===== config.mk =====
export PLATFORM = sky130hd
export DESIGN_NAME = fft_frame_seq
export DESIGN_NICKNAME = d
export VERILOG_FILES = /design/src/rtl/fft_frame_seq.sv
export SDC_FILE = /design/constraint.sdc
export NUM_CORES = 1
export LEC_CHECK = 0
export CAP_MARGIN = 10
export CORE_UTILIZATION = 63
export CTS_BUF_LIST = sky130_fd_sc_hd__clkbuf_8 sky130_fd_sc_hd__clkbuf_16
export DETAILED_ROUTE_END_ITERATION = 12
export DONT_BUFFER_PORTS = 1
export PLACE_DENSITY = 0.79
export SYNTH_ARGS = -nofsm -noshare
export SYNTH_HDL_FRONTEND = slang
export SYNTH_SLANG_ARGS = --single-unit

===== constraint.sdc =====
create_clock -name i_clk -period 4.65 [get_ports i_clk]
set_clock_uncertainty 0.05 [all_clocks]
set_input_delay 1.1625 -clock i_clk [delete_from_list [all_inputs] [get_ports i_clk]]
set_output_delay 1.1625 -clock i_clk [all_outputs]
set_load 0.005 [all_outputs]

===== src/rtl/fft_frame_seq.sv =====
// Frame sequencer around an in-place FFT core: loads one frame into RAM
// (zero-padding short frames), starts the core, waits for done, then
// streams the frame back out (optionally bit-reversed) with back-pressure.
module fft_frame_seq #(
    parameter int N_LOG2 = 9,
    parameter int DW     = 32,
    parameter int BITREV = 1
) (
    input  logic              i_clk,
    input  logic              i_rst,
    input  logic              i_enable,
    input  logic [DW:0]       i_data,
    input  logic              i_data_valid,
    output logic              o_data_ready,
    output logic              o_wr_en,
    output logic [N_LOG2-1:0] o_wr_addr,
    output logic [DW-1:0]     o_wr_data,
    output logic              o_fft_start,
    input  logic              i_fft_done,
    output logic              o_rd_en,
    output logic [N_LOG2-1:0] o_rd_addr,
    input  logic [DW-1:0]     i_rd_data,
    output logic [DW-1:0]     o_data,
    output logic              o_data_valid,
    output logic              o_data_last,
    input  logic              i_data_ready,
    output logic [N_LOG2-1:0] o_index,
    output logic [2:0]        o_state
);

    typedef enum logic [2:0] {
        S_IDLE    = 3'd0,
        S_LOAD    = 3'd1,
        S_PAD     = 3'd2,
        S_COMPUTE = 3'd3,
        S_WAIT    = 3'd4,
        S_UNLOAD  = 3'd5
    } state_t;

    localparam logic [N_LOG2-1:0] LAST_IDX = '1;

    state_t            state;
    logic [N_LOG2-1:0] index;
    logic              rd_all;      // every read address of the frame has been issued

    // Read pipeline: request in flight (RAM latency 1) and its last-word tag
    logic              rd_vld_p1;
    logic              rd_last_p1;

    // Two-entry output buffer
    logic [DW-1:0]     buf_data [2];
    logic              buf_last [2];
    logic              wptr;
    logic              rptr;
    logic [1:0]        cnt;

    logic              accept;
    logic              pop;
    logic [2:0]        credit;
    logic              rd_issue;

    function automatic logic [N_LOG2-1:0] bit_reverse(input logic [N_LOG2-1:0] a);
        logic [N_LOG2-1:0] r;
        for (int i = 0; i < N_LOG2; i++) begin
            r[i] = a[N_LOG2-1-i];
        end
        return r;
    endfunction

    // Handshakes, RAM ports and read-issue credit derived from registered state
    always_comb begin
        accept       = (state == S_LOAD) && i_data_valid;
        o_data_valid = (cnt != 2'd0);
        pop          = o_data_valid && i_data_ready;
        // A word leaving this cycle frees its slot for a read issued now
        credit       = {1'b0, cnt} + {2'b00, rd_vld_p1} - {2'b00, pop};
        rd_issue     = (state == S_UNLOAD) && !rd_all && (credit < 3'd2);

        o_data_ready = (state == S_LOAD);
        o_wr_en      = accept || (state == S_PAD);
        o_wr_addr    = index;
        o_wr_data    = accept ? i_data[DW-1:0] : '0;
        o_fft_start  = (state == S_COMPUTE);
        o_rd_en      = rd_issue;
        o_rd_addr    = '0;
        if (state == S_UNLOAD) begin
            o_rd_addr = (BITREV != 0) ? bit_reverse(index) : index;
        end
        o_data       = o_data_valid ? buf_data[rptr] : '0;
        o_data_last  = o_data_valid && buf_last[rptr];
        o_index      = index;
        o_state      = state;
    end

    // Frame sequencing FSM and shared load/unload counter
    always_ff @(posedge i_clk) begin
        if (i_rst) begin
            state  <= S_IDLE;
            index  <= '0;
            rd_all <= 1'b0;
        end else begin
            case (state)
                S_IDLE: begin
                    if (i_enable) begin
                        state <= S_LOAD;
                        index <= '0;
                    end
                end
                S_LOAD: begin
                    if (accept) begin
                        if (index == LAST_IDX) begin
                            state <= S_COMPUTE;
                        end else begin
                            index <= index + 1'b1;
                            if (i_data[DW]) state <= S_PAD;
                        end
                    end
                end
                S_PAD: begin
                    if (index == LAST_IDX) state <= S_COMPUTE;
                    else                   index <= index + 1'b1;
                end
                S_COMPUTE: state <= S_WAIT;
                S_WAIT: begin
                    if (i_fft_done) begin
                        state  <= S_UNLOAD;
                        index  <= '0;
                        rd_all <= 1'b0;
                    end
                end
                S_UNLOAD: begin
                    if (rd_issue) begin
                        if (index == LAST_IDX) rd_all <= 1'b1;
                        else                   index  <= index + 1'b1;
                    end
                    if (pop && o_data_last) begin
                        if (i_enable) begin
                            state <= S_LOAD;
                            index <= '0;
                        end else begin
                            state <= S_IDLE;
                        end
                    end
                end
                default: state <= S_IDLE;
            endcase
        end
    end

    // Read-in-flight tracking and output buffer occupancy
    always_ff @(posedge i_clk) begin
        if (i_rst) begin
            rd_vld_p1  <= 1'b0;
            rd_last_p1 <= 1'b0;
            wptr       <= 1'b0;
            rptr       <= 1'b0;
            cnt        <= 2'd0;
        end else begin
            rd_vld_p1  <= rd_issue;
            rd_last_p1 <= rd_issue && (index == LAST_IDX);
            if (rd_vld_p1) wptr <= ~wptr;
            if (pop)       rptr <= ~rptr;
            cnt <= cnt + {1'b0, rd_vld_p1} - {1'b0, pop};
        end
    end

    // Output buffer storage: capture returning RAM data one cycle after the read
    always_ff @(posedge i_clk) begin
        if (rd_vld_p1) begin
            buf_data[wptr] <= i_rd_data;
            buf_last[wptr] <= rd_last_p1;
        end
    end

endmodule


==> flow_summary.toml, run 1 <==
[status]
status = "finished clean"

[setup_path]
rr_endpoint = "o_index[6]"
critPathKind = "in2out"
path_delay_family = "simple AND/OR/NAND/NOR gates"
required_ps = 3440
critPathArrivalTime_ps = 3090
worst-r2r-cell-count = 12
rr_startpoint = "cnt[1]"
crit_buf_inv = 1
setup.worst_path.end_class = "output port"
max_stage_delay_ps = 450
r2r_setup_slack_ps = 1430
path_max_fanout = 5
slowest_stage = "fa_1"
worstPathCellList = "and2_1 -> ha_1 -> inv_1 -> ha_1 -> fa_1 -> or2_2 -> or2_2 -> nor2_1"
crit_path_start_kind = "primary input"

[timing]
setup_tns_ps = 0
rsz0062_at_grt = "no"
slew_viol_final = 0
holdWs_ps = 380
setup_violations = 0
hold_viol = 0
worstMarginPinSlew_ps = 1010
period_minus_slack_ps = 4300
timing.slew.headroom_pct = 32.8
clock.fmax_mhz = 232
post-route-period-util_pct = 92.5
fin_ws_ps = 347

[cts]
cts_sinks = 86
cts_resized = 0
clock_path_buffers = 2
cts_tree = "built"
clk_pin_slew_ps = 70
cts_max_level = 3
postCtsSetupRepairBufs = 0
cts_root_buf = "clkbuf_8"
cts_buffers = 9
clk_latency_ps = 340
ctsHoldBuffers = 0

[logic_synthesis]
synth_fp_nets = 412
synth.distinct_cells = 48
yosys.area.top_type = "edfxtp_1"
synth_flop_cell = "edfxtp_1"
netlist_area_um2 = 4050
ys_ff_latch = 86
synth_commonest_cells = "66 x edfxtp_1, 47 x nor2_1, 45 x and2_1"
synth_edf_count = 66
synth_area_per_cell_um2 = 12.0
syn-instance-count = 337
seq_area_frac_synth_pct = 58.8
yosysWarningCount = 0
synth_most_common_cell = "edfxtp_1"
yosysTopAreaCellShare_pct = 48.9
yosys-top-cells-area = "edfxtp_1 49%, dfxtp_1 9.9%, mux2i_1 8.2%"
ys_async_sr_fraction_pct = 0

[final_layout]
design_area_um2 = 4210
drive_gt1_share_pct = 8.51
area_delta_synth_final_pct = 3.86
fin_nets = 399
final_core_util_pct = 69.4

[place]
finalWeightedCongestion = 0.888
place_ws_ps = 348
portBuffers = 0
place_area_um2 = 4020
dp_hpwl_mm = 6.09

[detailed_routing]
wl_met3_um = 797
wl_met2_mm = 4.33
vias = 2479
drc = 0
drtPass1Iterations = 4
viasPerCell = 6.12
highest_layer = "met4"
drtIter0Drc = 124
wl_mm = 8.38
routedWlPerCell_um = 20.7
met1_length_mm = 3.07
ant_nets = 0

[worst_hold_path]
min_path_cells = 0
hold_path_end = "buf_last[1]"
hp-start = "rd_last_p1"
min_path_type = "reg2reg"

[global_route]
grt_pass1_wl_mm = 12.2
grt_usage_pct = 25.6
overflow = 0
grt_pass1_vias = 2349
antenna_found_initial = 1
grt_max_degree = 34

[power_and_ir_drop]
power_frac_comb_pct = 26.7
p_switching_uw = 627
peakVddDrop_mv = 0.295
power_frac_seq_pct = 48.4
power_density_nw_per_um2 = 457
intPower_uw = 1300
sw_frac_of_total_pct = 32.6
power.leakage_uw = 0.00143
clkPwrFrac_pct = 24.9

[job]
cap_viol_max_count = 0

[floorplan]
die_w_um = 82.2
rows = 28
ioPinCount = 171
dieArea_um2 = 6750
core_um2 = 6060
die_y_um = 82.2
initial_core_util_pct = 66.8
[layer usage]
layer	up-vias	global-route usage [%]
li1	1160	-
met1	1173	29.4
met2	135	43.5
met3	11	8.68
met4	0	10.5
met5	-	0
[layout make-up]
class,instances,area [µm²]
sequential,86,2380
multi-input combinational,214,1490
inverter,10,37.5
tap,75,93.8
antenna,1,2.50
clock inverter,7,57.6
timing repair buffer,3,22.5
clock buffer,9,124
fill,433,1850
[how the worst max path moves through the flow]
stage,start,slack (ps),to,cells past startpoint
final,i_data_ready,350,o_rd_en,8
after global routing,i_data_ready,240,o_rd_en,8
after CTS,i_data_ready,340,o_rd_en,8
after detailed placement,i_data_ready,350,o_rd_en,8
after global placement,i_data_ready,400,o_rd_en,8
after floorplan,i_data_ready,460,o_rd_en,8
[power groups by stage]
stage,Sequential (µW),Clock [µW],Combinational [µW]
6_report,931,480,513
2_1_floorplan,884,0,488
4_1_cts,932,488,517
5_1_grt,938,521,579
3_3_place_gp,948,0,507
3_5_place_dp,948,0,516
[flip-flops by register name, summed over array words and instances, names as in the netlist, named ones only]
name,cells
buf_last,2
o_index,9
rd_all,1
cnt,2
rd_last_p1,1
wptr,1
rptr,1
buf_data,64
rd_vld_p1,1
o_state,3
[cells by family (layout without fill, tap and decap cells)]
group                      Yosys count  after routing  synth area share, %
muxes                               34             34                 8.53
AOI/OAI and AO/OA                   39             39                 8.09
and+or+nand+nor                    134            134                 17.8
xor gates and xnor gates             3              3                0.649
DFF                                 86             86                 58.8
adders and majority gates            4              4                 1.42
other                                0              1                    0
buffers and inverters               37             29                 4.70
[through the flow]
stage               power, µW  cells
finish                   1920    405
global route             2040    405
CTS                      1940    404
detailed placement       1460    388
global placement         1460    388
floorplan                1370    337
[layout by cell type (no fill, tap or decap), drive strengths merged, types with 3 or more instances in the layout]
master / n
o21ai: 6
nand4: 5
mux2i: 33
nor2b: 5
inv: 12
buf: 3
a22o: 3
nor2: 50
a21oi: 7
and2: 45
xnor2: 3
clkbuf: 9
and3: 4
clkinv: 3
a21o: 3
ha: 3
or2: 3
o22ai: 3
dfxtp: 20
edfxtp: 66
nor3: 5
nand2: 6
Note: power is estimated with default switching activity, not from simulation.
==> run 2: changes to the inputs <==
--- a/config.mk
+++ b/config.mk
@@ -10,6 +10,7 @@
 export CTS_BUF_LIST = sky130_fd_sc_hd__clkbuf_8 sky130_fd_sc_hd__clkbuf_16
 export DETAILED_ROUTE_END_ITERATION = 12
 export DONT_BUFFER_PORTS = 1
+export GPL_ROUTABILITY_DRIVEN = 0
 export PLACE_DENSITY = 0.79
 export SYNTH_ARGS = -nofsm -noshare
 export SYNTH_HDL_FRONTEND = slang
==> results of run 2 <==
No change in the layout: final DEF, timing and power equal those of run 1.
